[config.mk]
export PLATFORM = sky130hd
export DESIGN_NAME = joybus_tx_multi_flat
export DESIGN_NICKNAME = d
export VERILOG_FILES = /design/src/rtl/joybus_tx_multi_if.sv /design/src/rtl/joybus_tx_multi.sv /design/src/flat_wrapper.sv
export SDC_FILE = /design/constraint.sdc
export NUM_CORES = 1
export LEC_CHECK = 0
export ABC_AREA = 1
export CORE_MARGIN = 1
export CORE_UTILIZATION = 59
export CTS_CLUSTER_DIAMETER = 120
export CTS_CLUSTER_SIZE = 12
export DETAILED_ROUTE_END_ITERATION = 6
export GPL_TIMING_DRIVEN = 0
export PLACE_DENSITY_LB_ADDON = 0.15
export SYNTH_ARGS = -nofsm -noshare
export SYNTH_HDL_FRONTEND = slang
export SYNTH_SLANG_ARGS = --single-unit
[constraint.sdc]
create_clock -name clk -period 2.44 [get_ports clk]
set_input_delay 0.488 -clock clk [delete_from_list [all_inputs] [get_ports clk]]
set_output_delay 0.488 -clock clk [all_outputs]
set_load 0.02 [all_outputs]
[src/rtl/joybus_tx_multi_if.sv]
// Command/line bundle between the sequencer, the JoyBus transmitter and the pad mux.
// slave is the transmitter's view; master is the sequencer/pad side.
interface joybus_tx_multi_if #(
  parameter int MAX_BYTES = 3
);
  localparam int LEN_W = $clog2(MAX_BYTES + 1);

  logic [8*MAX_BYTES-1:0] cmd_data;
  logic [LEN_W-1:0]       cmd_len;
  logic                   cmd_rdy;
  logic                   rx_done;
  logic                   JB_TX;
  logic                   JB_TX_SEL;
  logic                   busy;
  logic                   tx_done;
  logic                   cmd_err;
  logic                   rx_timeout;

  modport master (
    output cmd_data, cmd_len, cmd_rdy, rx_done,
    input  JB_TX, JB_TX_SEL, busy, tx_done, cmd_err, rx_timeout
  );

  modport slave (
    input  cmd_data, cmd_len, cmd_rdy, rx_done,
    output JB_TX, JB_TX_SEL, busy, tx_done, cmd_err, rx_timeout
  );
endinterface

[src/rtl/joybus_tx_multi.sv]
// Host-side JoyBus transmitter: serialises 1..MAX_BYTES command bytes plus stop bit, then hands the line to rx.
// Optional RX_WAIT timeout is enabled with the macro JOYBUS_TX_TIMEOUT_EN.
module joybus_tx_multi #(
  parameter int US_CYC         = 24,
  parameter int MAX_BYTES      = 3,
  parameter int RX_TIMEOUT_CYC = 4800
) (
  input  logic              clk,
  input  logic              rst,
  joybus_tx_multi_if.slave  bus
);
  localparam int FRAME_W  = 8 * MAX_BYTES;
  localparam int LEN_W    = $clog2(MAX_BYTES + 1);
  localparam int IDX_W    = LEN_W + 3;
  localparam int CNT_SPAN = (3 * US_CYC > RX_TIMEOUT_CYC) ? 3 * US_CYC : RX_TIMEOUT_CYC;
  localparam int CNT_W    = $clog2(CNT_SPAN);

  localparam logic [CNT_W-1:0] T_1US = CNT_W'(US_CYC - 1);
  localparam logic [CNT_W-1:0] T_2US = CNT_W'(2 * US_CYC - 1);
  localparam logic [CNT_W-1:0] T_3US = CNT_W'(3 * US_CYC - 1);
`ifdef JOYBUS_TX_TIMEOUT_EN
  localparam logic [CNT_W-1:0] T_RX  = CNT_W'(RX_TIMEOUT_CYC - 1);
`endif

  typedef enum logic [2:0] {IDLE, BIT_LO, BIT_HI, STOP_LO, STOP_HI, RX_WAIT} state_t;

  state_t               state, state_nxt;
  logic [CNT_W-1:0]     cnt, cnt_nxt;
  logic [IDX_W-1:0]     idx, idx_nxt;
  logic [FRAME_W-1:0]   sreg, frame_in;
  logic [LEN_W-1:0]     len_q;
  logic                 accept, shift, done, err;
  logic                 line_q, sel_q, busy_q, done_q, err_q;

  // Phase lengths are loaded as (cycles - 1) and the phase ends when the counter reaches zero.
  function automatic logic [CNT_W-1:0] lo_len(input logic b);
    return b ? T_1US : T_3US;
  endfunction

  function automatic logic [CNT_W-1:0] hi_len(input logic b);
    return b ? T_3US : T_1US;
  endfunction

  // Byte 0 lands in the top byte so a left shift emits byte 0 first, MSB first.
  always_comb begin
    frame_in = '0;
    for (int i = 0; i < MAX_BYTES; i++)
      frame_in[FRAME_W-8-8*i +: 8] = bus.cmd_data[8*i +: 8];
  end

`ifdef JOYBUS_TX_TIMEOUT_EN
  logic tmo, tmo_q;
`endif

  always_comb begin
    state_nxt = state;
    cnt_nxt   = (cnt == '0) ? '0 : cnt - CNT_W'(1);
    idx_nxt   = idx;
    accept    = 1'b0;
    shift     = 1'b0;
    done      = 1'b0;
    err       = 1'b0;
`ifdef JOYBUS_TX_TIMEOUT_EN
    tmo       = 1'b0;
`endif
    case (state)
      IDLE: begin
        cnt_nxt = '0;
        if (bus.cmd_rdy) begin
          if (bus.cmd_len != '0 && bus.cmd_len <= LEN_W'(MAX_BYTES)) begin
            accept    = 1'b1;
            idx_nxt   = '0;
            cnt_nxt   = lo_len(bus.cmd_data[7]);
            state_nxt = BIT_LO;
          end else begin
            err = 1'b1;
          end
        end
      end
      BIT_LO: if (cnt == '0) begin
        cnt_nxt   = hi_len(sreg[FRAME_W-1]);
        state_nxt = BIT_HI;
      end
      BIT_HI: if (cnt == '0) begin
        if (idx == ({len_q, 3'b000} - IDX_W'(1))) begin
          cnt_nxt   = T_1US;
          state_nxt = STOP_LO;
        end else begin
          idx_nxt   = idx + IDX_W'(1);
          shift     = 1'b1;
          cnt_nxt   = lo_len(sreg[FRAME_W-2]);
          state_nxt = BIT_LO;
        end
      end
      STOP_LO: if (cnt == '0) begin
        cnt_nxt   = T_2US;
        state_nxt = STOP_HI;
      end
      STOP_HI: if (cnt == '0) begin
        done      = 1'b1;
`ifdef JOYBUS_TX_TIMEOUT_EN
        cnt_nxt   = T_RX;
`else
        cnt_nxt   = '0;
`endif
        state_nxt = RX_WAIT;
      end
      RX_WAIT: begin
        if (bus.rx_done) begin
          state_nxt = IDLE;
`ifdef JOYBUS_TX_TIMEOUT_EN
        end else if (cnt == '0) begin
          tmo       = 1'b1;
          state_nxt = IDLE;
`endif
        end
      end
      default: state_nxt = IDLE;
    endcase
  end

  always_ff @(posedge clk) begin
    if (rst) begin
      state <= IDLE;
    end else begin
      state <= state_nxt;
    end
  end

  // Outputs are registered from the next state so they change on the same edge as the state.
  always_ff @(posedge clk) begin
    if (rst) begin
      cnt    <= '0;
      idx    <= '0;
      line_q <= 1'b1;
      sel_q  <= 1'b1;
      busy_q <= 1'b0;
      done_q <= 1'b0;
      err_q  <= 1'b0;
    end else begin
      cnt    <= cnt_nxt;
      idx    <= idx_nxt;
      line_q <= !(state_nxt == BIT_LO || state_nxt == STOP_LO);
      sel_q  <= (state_nxt != RX_WAIT);
      busy_q <= (state_nxt != IDLE);
      done_q <= done;
      err_q  <= err;
    end
  end

  always_ff @(posedge clk) begin
    if (accept) begin
      sreg  <= frame_in;
      len_q <= bus.cmd_len;
    end else if (shift) begin
      sreg  <= {sreg[FRAME_W-2:0], 1'b0};
    end
  end

`ifdef JOYBUS_TX_TIMEOUT_EN
  always_ff @(posedge clk) begin
    if (rst) tmo_q <= 1'b0;
    else     tmo_q <= tmo;
  end
  assign bus.rx_timeout = tmo_q;
`else
  assign bus.rx_timeout = 1'b0;
`endif

  assign bus.JB_TX     = line_q;
  assign bus.JB_TX_SEL = sel_q;
  assign bus.busy      = busy_q;
  assign bus.tx_done   = done_q;
  assign bus.cmd_err   = err_q;
endmodule

[src/flat_wrapper.sv]
// flat-port wrapper written by rule: the top's interface ports become plain ports
module joybus_tx_multi_flat 
#(
  parameter int US_CYC         = 24,
  parameter int MAX_BYTES      = 3,
  parameter int RX_TIMEOUT_CYC = 4800
)
  (clk, rst, bus_cmd_data, bus_cmd_len, bus_cmd_rdy, bus_rx_done, bus_JB_TX, bus_JB_TX_SEL, bus_busy, bus_tx_done, bus_cmd_err, bus_rx_timeout);
  joybus_tx_multi_if #(.MAX_BYTES(MAX_BYTES)) bus_i ();
  input  logic clk;
  input  logic rst;
  input wire logic [$bits(bus_i.cmd_data)-1:0] bus_cmd_data;
  input wire logic [$bits(bus_i.cmd_len)-1:0] bus_cmd_len;
  input wire logic [$bits(bus_i.cmd_rdy)-1:0] bus_cmd_rdy;
  input wire logic [$bits(bus_i.rx_done)-1:0] bus_rx_done;
  output wire logic [$bits(bus_i.JB_TX)-1:0] bus_JB_TX;
  output wire logic [$bits(bus_i.JB_TX_SEL)-1:0] bus_JB_TX_SEL;
  output wire logic [$bits(bus_i.busy)-1:0] bus_busy;
  output wire logic [$bits(bus_i.tx_done)-1:0] bus_tx_done;
  output wire logic [$bits(bus_i.cmd_err)-1:0] bus_cmd_err;
  output wire logic [$bits(bus_i.rx_timeout)-1:0] bus_rx_timeout;
  assign bus_i.cmd_data = bus_cmd_data;
  assign bus_i.cmd_len = bus_cmd_len;
  assign bus_i.cmd_rdy = bus_cmd_rdy;
  assign bus_i.rx_done = bus_rx_done;
  assign bus_JB_TX = bus_i.JB_TX;
  assign bus_JB_TX_SEL = bus_i.JB_TX_SEL;
  assign bus_busy = bus_i.busy;
  assign bus_tx_done = bus_i.tx_done;
  assign bus_cmd_err = bus_i.cmd_err;
  assign bus_rx_timeout = bus_i.rx_timeout;
  joybus_tx_multi #(.US_CYC(US_CYC), .MAX_BYTES(MAX_BYTES), .RX_TIMEOUT_CYC(RX_TIMEOUT_CYC)) u_core (.clk(clk), .rst(rst), .bus(bus_i));
endmodule
Word level (Yosys, flattened, before mapping) --
Index checks and enable logic that the tools add are counted.
Storage, ports and cells: word-level logic and storage cells 78, register bits 52, output and inout bits 6, input port bits 30
Operators by class: add/subtract/negate cells 3, bitwise operators 3, magnitude comparators 1, eq/ne operators 13, reduce and logical (&&, ||, !) cells 12, muxes and demuxes 36
Operators with widths (number):
- $mux 13 | 8
- $pmux 13 s5 | 1
- $mux 24 | 2
- $mux 3 | 7
- $mux 7 | 3
- $mux 5 | 4
- $pmux 3 s6 | 1
- $logic_not 13->1 | 1
- $sub 13x1->13 const B | 1
- $pmux 5 s2 | 1
- $eq 3x2->1 const B | 3
- $mux 1 | 8
- $eq 3x1->1 const B | 2
- $eq 3x3->1 const B | 2
- $reduce_bool 2->1 | 3
- $add 5x1->5 const B | 1
- $eq 5x5->1 | 1
- $reduce_and 5->1 | 1
- $sub 5x1->5 const B | 1
- $ne 2x1->1 const B | 2
- $ne 2x2->1 const B | 2
- $logic_not 3->1 | 1
- $ne 3x3->1 const B | 1
- $not 1->1 | 3
- other kinds (8) | 8

Logic depth before layout (Yosys ltp) --
depth in word-level cells 8, depth in mapped cells 11, gate-level depth less buffers 11

Least setup slack after synthesis --
Ideal clock, no wire load.
kind register to register, start point register u_core.cnt[0], end point register u_core.sreg[0], enable pin, period minus slack after synthesis 1567 ps, arrival 1234 ps, buffers on the path 0, library setup time 333 ps, required time 2107 ps, path slack 873 ps, stages on the path, launching flop included 9, cells stage by stage dfxtp_1 inv_1 ha_1 nand3_2 inv_2 nand2_4 nand2_4 nand3_4 inv_4
On the way: longest elaborated chain between the ends 4
Ends and longest elaborated chain:
- start, declared | line joybus_tx_multi.sv:28 | logic [CNT_W-1:0] cnt, cnt_nxt;
- start signal, assigned | line joybus_tx_multi.sv:141 | cnt <= cnt_nxt;
- $logic_not 13->1 | line joybus_tx_multi.sv:84 | BIT_HI: if (cnt == '0) begin
- $mux 1 | line joybus_tx_multi.sv:84
- $mux 1 | line joybus_tx_multi.sv:66 | case (state)
- $reduce_bool 2->1 (no line)
- end signal, assigned | line joybus_tx_multi.sv:153 | sreg <= frame_in;
- end signal, assigned | line joybus_tx_multi.sv:156 | sreg <= {sreg[FRAME_W-2:0], 1'b0};
- end, declared | line joybus_tx_multi.sv:30 | logic [FRAME_W-1:0] sreg, frame_in;
Every way passes these cells. A chain may end at the register's enable or synchronous reset.

Final worst setup path --
start point input port bus_cmd_len[0], end point register u_core.sreg[22] (data pin)
On the way: longest elaborated chain between the ends 6, elaborated cells between the ends (all ways) 7, those cells by class 1 x order compare; 4 x mux; 2 x reduce/logical
Ends and longest elaborated chain:
- start, declared | line flat_wrapper.sv:13 | input wire logic [$bits(bus_i.cmd_len)-1:0] bus_cmd_len;
- $le 2x2->1 or $reduce_bool 2->1 (tied branches) | line joybus_tx_multi.sv:70 | if (bus.cmd_len != '0 && bus.cmd_len <= LEN_W'(MAX_BYTES)) begin
- $logic_and 1x1->1 (*) | line joybus_tx_multi.sv:70
- $mux 1 (*) | line joybus_tx_multi.sv:70
- $mux 1 (*) | line joybus_tx_multi.sv:69 | if (bus.cmd_rdy) begin
- $mux 1 (*) | line joybus_tx_multi.sv:66
- net u_core.accept | line joybus_tx_multi.sv:32 | logic accept, shift, done, err;
- $mux 24 (*) | line joybus_tx_multi.sv:152 | if (accept) begin
Mark *: on every way through the listed nets, which the timed path passes. The rest lies on a longest branch.

==> flow_results.org <==
** Critical path
- The critical path is of the input port to flip-flop type.
- Family of cells with the greatest summed delay on the critical path :: buffers and inverters
- Critical Path Source Type :: input port
- Count of buffering cells on the critical path with inverters included :: 4
- At the worst endpoint, the arrival time is between 1.5 and 2 ns.
- CP dominant cell by count :: nand2_1
- STA classifies the critical path endpoint as a flip-flop.
- For flop-to-flop paths, the worst setup slack is 0.65 ns.
- Walking the worst path, the cells encountered are clkdlybuf4s50_1, nor2_1, inv_1, nand3_2, clkinv_1, buf_2, nand2_1, nand2_1.
- Of all nets on the critical path, the largest fanout is 11.
- Critical-path cell with the highest stage delay :: clkdlybuf4s50_1
- In this design, the stage delay of the slowest critical-path cell is 0.44 ns.
- For the worst setup path, the data required time is 2.50 ns.

** STA
- The final hold violation count came to 0.
- Post-route clock skew :: between 0.008 and 0.009 ns
- Unrepaired setup endpoints after global routing :: false
- Pins over their slew limit :: 0
- Timing would allow up to between 500 and 600 MHz.
- The worst path in the final design needs a cycle of 1.89 ns, including I/O delays and setup.
- Summed over all failing endpoints, the final setup total negative slack is 0 ns.
- Part of the cycle the worst path needs :: 77.5%
- Count of endpoints failing setup in the final report :: 0
- Slew headroom :: about three fifths
- For the pin with the worst max-slew slack, the measured transition is around 0.60 ns.

** Logic synthesis
- The Yosys step of the flow raised 0 warnings.
- Each instance of the synthesized netlist takes up on average 8.14 um^2.
- After synthesis, the cell types taking the most area are edfxtp_1 (29%), dfxtp_1 (19%), nand2_1 (15%).
- Count of state elements after synthesis :: 52
- Most instantiated flip-flop cell in the synthesis netlist :: edfxtp_1
- The largest total area in the synthesized netlist belongs to edfxtp_1.
- After synthesis, the largest area contributor takes up 29.1% of total cell area.
- Seq/Total Area, Yosys :: around 49%
- Summing every instance area after synthesis gives 0.00268 mm^2.
- Post-Synthesis Net Count :: between 300 and 400
- Synth async-reset ratio :: 0%
- Number of enable-type register cells in the synthesized netlist :: 26
- Distinct cell type count of the synthesized netlist :: 35
- nand2_1 is the most common cell in the netlist.
- The commonest cells after synthesis are nand2_1 (106), nor2_1 (33), inv_1 (30).
- Synthesis handed over a netlist of 329 instances.

** CTS
- After clock tree synthesis, the setup repair step added 0 buffers.
- Gates resized during post-CTS repair numbered 0.
- Number of CTS-inserted buffers :: 5
- Clock tree root buffer cell :: clkbuf_8
- CTS built an H-tree with a depth of 2.
- Clk sink count :: 52
- TritonCTS built the clock tree.
- Clk_lat worst skew :: 0.30 ns
- Clock transition at the register clock pins on the worst setup and hold paths after CTS :: 0.09 ns
- Buffer levels on the longest clock path :: 2
- Number of buffers inserted by hold repair at cts :: 0

** Floorplanning
- During I/O placement, the number of pins put on the boundary was 36.
- Chip width :: roughly 69 um
- For this configuration, the core starts out at a cell density of 61.5%.
- Number of placement rows :: 24
- The total area inside the core boundary comes to 0.00435 mm^2.
- Overall die area :: 0.00481 mm^2
- The die is between 60 and 70 um tall.

** GRT
- The initial antenna violation count came to 0.
- Overall overflow remaining after global route :: 0
- The first global-routing pass estimated 8790 um of wire.
- GRT Total Usage :: 22.3%
- The number of global-route vias before repair is 2,021.
- Entering global routing, the biggest net connects 30 pins.

** Routing
- Number of DRC markers after the initial detailed-route iteration :: about 130
- Per-cell routed wire length :: 11.7 um
- Count of antenna-violating nets left after detailed routing :: 0
- For this block, the via count after detailed routing is 2,166.
- After detailed routing, the total wire length is slightly below 5000 um.
- For this run, design rule violations remaining after detail routing come to 1.
- The first TritonRoute pass finished after 6 iterations.
- Detail-routed via count per cell :: 5.13

** Pwr
- For this design the static power due to leakage is ~1.4 nW.
- IR Drop Worst-Case VDD :: 0.589 mV
- In this run the power density over the cells is about 1300 mW/mm^2.

** Placement
- During placement, the flow inserted port buffers numbering 33.
- HPWL reported at the end of detailed placement :: 3550 um
- Routability-driven placement finished with a final weighted congestion of 0.828.

** Layout
- Total number of nets in the final design :: 402
- Summing all flip-flop and latch instances after layout gives 0.00130 mm^2.
- Summing all multi-input logic gate instances after layout gives 0.00119 mm^2.
- Compared with the post-synthesis result, the final layout area differs by 18.9%.
- Final cell utilization of the core :: between 70% and 80%
- Proportion of layout cells with a drive suffix above 1 :: 13.0%
- The number of antenna diodes in the final layout is 0.
- Filler Cells Inserted :: 339

** Status
- Run status :: complete, but fails checks
- The final reports fail on design-rule violations.

** Worst hold path
- Hold crit path type :: flip-flop to flip-flop

** Job
- Number of maximum-capacitance constraint violations :: 0
==> cell families (layout without fill, tap and decap cells) <==
| group | count (synthesis) | in the layout | share of synthesized area (%) |
|---|---|---|---|
| AOI/OAI and AO/OA | 25 | 25 | 5.60 |
| xor gates and xnor gates | 12 | 12 | 3.92 |
| adders and majority gates | 3 | 3 | 1.40 |
| buffers and inverters | 45 | 86 | 7.05 |
| DFF | 52 | 52 | 48.6 |
| other | 1 | 1 | 0.140 |
| and+or+nand+nor | 191 | 191 | 33.3 |
==> power breakdown <==
group	internal [W]	leakage, nW	switching (W)
clock	0.000316	0.0586	0.000273
combinational	0.000713	0.888	0.00131
sequential	0.00130	0.461	0.000160
total	0.00233	1.41	0.00174
==> final timing paths <==
path                   from         endpoint  depth (start not counted)
max          bus_cmd_len[0]  u_core.sreg[22]                          8
min           u_core.cnt[0]    u_core.cnt[0]                          1
max reg2reg   u_core.cnt[0]   u_core.sreg[6]                          8
min reg2reg   u_core.cnt[0]    u_core.cnt[0]                          1
==> cells in the final DEF, fill, tap and decap left out, types with 4 or more instances in the layout <==
master             n
xor2_1            11
o21ai_0            5
inv_1             30
inv_2              4
nor2_1            33
nand2_1          106
o21ai_1            4
clkdlybuf4s50_1   33
buf_2              4
edfxtp_1          26
nand3_1           20
nor3_1             4
nor2_4             6
nand3_2            4
nand2_2            7
a21oi_1            7
clkbuf_8           5
a21oi_2            4
dfxtp_1           26
==> state kept, by name (all words and copies together), names as in the netlist <==
name	flops
u_core.sreg	24
u_core.cnt	13
u_core.idx	5
u_core.state	3
u_core.len_q	2
u_core.bus.JB_TX	1
u_core.bus.JB_TX_SEL	1
u_core.bus.busy	1
u_core.bus.cmd_err	1
u_core.bus.tx_done	1
==> final cells by class <==
class	instances	area share, %
Multi-Input combinational cell	232	37.3
Sequential cell	52	40.8
Clock inverter	2	1.10
Timing Repair Buffer	33	10.4
Buffer	8	1.34
Tap cell	52	2.04
Inverter	37	4.60
Clock buffer	6	2.40
==> layer usage <==
| layer | vias up | routed length, um | GRT usage (%) |
|---|---|---|---|
| met5 | - | 0 | 0 |
| met4 | 0 | 57 | 6.58 |
| met3 | 8 | 175 | 3.20 |
| met2 | 54 | 2380 | 37.1 |
| met1 | 983 | 2310 | 30.1 |
| li1 | 1121 | - | - |
==> stage by stage <==
| step | setup WS, ns | cells | area [um^2] | hold WS, ns | power [W] |
|---|---|---|---|---|---|
| finish | 0.549 | 422 | 3190 | 0.468 | 0.00407 |
| floorplan | 0.873 | 329 | 2680 | 0.432 | 0.00305 |
| global route | 0.450 | 422 | 3190 | 0.499 | 0.00443 |
| detailed placement | 0.249 | 414 | 3070 | 0.454 | 0.00348 |
| CTS | 0.563 | 422 | 3190 | 0.467 | 0.00408 |
| global placement | 0.280 | 414 | 3070 | 0.453 | 0.00344 |
(Power assumes the default switching activity.)
==> RTL edit (same settings) <==
`US_CYC` is set to 24 in 2 places; all go to 48.
--- a/src/rtl/joybus_tx_multi.sv
+++ b/src/rtl/joybus_tx_multi.sv
@@ -1,7 +1,7 @@
 // Host-side JoyBus transmitter: serialises 1..MAX_BYTES command bytes plus stop bit, then hands the line to rx.
 // Optional RX_WAIT timeout is enabled with the macro JOYBUS_TX_TIMEOUT_EN.
 module joybus_tx_multi #(
-  parameter int US_CYC         = 24,
+  parameter int US_CYC         = 48,
   parameter int MAX_BYTES      = 3,
   parameter int RX_TIMEOUT_CYC = 4800
 ) (
--- a/src/flat_wrapper.sv
+++ b/src/flat_wrapper.sv
@@ -1,7 +1,7 @@
 // flat-port wrapper written by rule: the top's interface ports become plain ports
 module joybus_tx_multi_flat 
 #(
-  parameter int US_CYC         = 24,
+  parameter int US_CYC         = 48,
   parameter int MAX_BYTES      = 3,
   parameter int RX_TIMEOUT_CYC = 4800
 )
Check against the original RTL: no difference found for any inputs over 10 cycles, from zero or initial values and one cycle with rst high; that may be too few to reach the edited logic, so the function may still have changed.
==> RTL edit against the original RTL <==
Count of clock-buffer cells in the layout increased by 1; sequential cell count unchanged; area after synthesis decreased by 5.2%; cell count increased by 0.71%; worst hold slack improved by 0.036 ns; sequential power decreased by 6%; sequential share of layout area increased by 2.2 points; final area decreased by 5.1%; routed wire length increased by 0.12%; worst setup slack got worse by 0.37 ns; total power decreased by 21%.
==> RTL edit: results (changes against the original RTL) <==
Synth
  – Post-synth EDFFs: 26 (unchanged)
  – Dominant cells by area after synthesis: edfxtp_1, dfxtp_1, nand2_1
  – Mapped Cells: 333 (+1.2%)
  – Synth Net Count: 365 (+0.83%)
  – Xor/xnor cell area share of the yosys netlist: 2.07% (-1.9 points)
  – Synth Area in Compound Gates: 5.22% (-0.38 points)
  – Most instantiated cells after synthesis: nand2_1, nor2_1, inv_1, dfxtp_1, edfxtp_1
  – Sequential area share after synthesis: 51.3% (+2.7 points)
  – Yosys cell types: 28 (-20%)
  – Fraction of the mapped netlist area in adder cells: 0.986% (-0.42 points)

Layout
  – Layout cells sized above 1: 4.53% (-8.4 points)
  – NumNets Final: 406 (+1.0%)
  – Non-Filler Instances: 425 (+0.71%)
  – # fillers: 315 (-7.1%)

Min path
  – Hold Crit Endpoint: u_core.cnt[8]$_SDFF_PP0_
  – Hold crit path type: flip-flop to flip-flop
  – Min-delay src: u_core.cnt[8]$_SDFF_PP0_
  – Hold path depth: 2 (+1)

Place
  – Cell count after placement: 417 (+0.72%)
  – Post-Place Setup Slack: -0.156 ns (-0.406 ns)
  – I/O Buffers: 34 (+3.0%)
  – Cell Area, Placed: 2940 µm² (-4.3%)
  – Post-DP HPWL: 3590 µm (+1.0%)
  – Routability cong.: 0.843 (+1.8%)

Detailed routing
  – Vias: 2,171 (+0.23%)
  – WL/cell: 11.6 µm (-0.58%)
  – Routed length on met3: 258 µm (+47%)
  – Metal2 WL: 2300 µm (-3.3%)
  – Starting DRT DRC Count: 176 (+34%)
  – Metal-1 WL: 2270 µm (-1.8%)
  – Drt first pass iters: 4 (-2)

Power
  – Static Leak: 1.36 nW (-3.4%)
  – Clk pwr: 468 µW (-20%)
  – Worst VDD drop: 514 µV (-13%)
  – Sequential power share: 42.5% (+6.7 points)
  – Sw Pwr: 1.30 mW (-25%)
  – Power Density: 1070 nW/µm² (-17%)

Setup path
  – Critical Path AT: 2.21 ns (+0.26 ns)
  – RR Startpoint: u_core.cnt[0]$_SDFF_PP0_
  – Slowest stage delay, CP: 0.51 ns (+0.07 ns)
  – CP max FO: 30 (+19)
  – Worst r2r dst: u_core.sreg[11]$_DFFE_PP_
  – R2R Setup Slk: 0.21 ns (-0.44 ns)
  – Critical Path Slowest Stage Cell: clkdlybuf4s50_1
  – Worst setup path startpoint: bus_cmd_rdy

Timing
  – Worst hold slack: 0.504 ns (+0.0356 ns)
  – Clk_skew: 0.0145 ns (+0.00643 ns)

Status
  – Outcome: completed

Global routing
  – Met1 Use GR: 29.8% (-0.35 points)
  – Met3 Use GR: 6.59% (+3.4 points)
  – Vias in the first global route: 1,934 (-4.3%)
  – Total GRT Usage: 24.4% (+2.1 points)
  – Largest net degree at the start of global routing: 31 (+3.3%)
  – First-pass GRT wire length: 8140 µm (-7.5%)
  – Met2 GRT Util: 40.0% (+2.9 points)

Clock tree
  – CTS buffer count: 5 (unchanged)
  – Root Buffer: clkbuf_8
  – H-tree depth: 2 (unchanged)
RTL edit: cell types whose count changed in the layout (fill, tap and decap cells not counted), sizes merged, moves of 4 or more:
| cell | before | now |
|---|---|---|
| nor2 | 41 | 49 |
| xor2 | 11 | 5 |
| o21ai | 9 | 14 |
| buf | 6 | 2 |
| nand3 | 25 | 21 |
RTL edit: cell families (layout without fill, tap and decap cells):
kind of cell | count (synthesis) | in the layout
AO/OA/AOI/OAI | 25 | 25
adder cells (fa/ha/maj) | 2 | 2
flip-flops | 52 | 52
other | 1 | 1
AND/OR/NAND/NOR | 202 | 202
buffers and inverters | 45 | 87
XOR/XNOR | 6 | 6
RTL edit: worst max-delay path, delay by kind of cell:
| family | cells | cell delay [ns] |
|---|---|---|
| and+or+nand+nor | 3 | 0.62 |
| buffers and inverters | 4 | 1.09 |
RTL edit: final cells by class:
| type | instances | area, µm² | area share, % |
|---|---|---|---|
| Tap cell | 50 | 62.6 | 2.07 |
| Clock inverter | 1 | 3.75 | 0.124 |
| Timing Repair Buffer | 34 | 340 | 11.3 |
| Inverter | 39 | 150 | 4.97 |
| Sequential cell | 52 | 1300 | 43.1 |
| Buffer | 6 | 27.5 | 0.911 |
| Clock buffer | 7 | 76.3 | 2.53 |
| Multi-Input combinational cell | 236 | 1060 | 35.1 |
RTL edit: worst max path at each step:
stage,end,slack (ns),depth (start not counted)
after floorplan,u_core.sreg[0]$_SDFFCE_PN0P_,0.64,8
after global placement,u_core.sreg[19]$_DFFE_PP_,-0.10,7
after detailed placement,u_core.sreg[17]$_DFFE_PP_,-0.16,7
after CTS,u_core.idx[1]$_SDFFE_PP0P_,0.17,10
after global routing,u_core.idx[1]$_SDFFE_PP0P_,0.003,10
final,u_core.sreg[11]$_DFFE_PP_,0.18,7
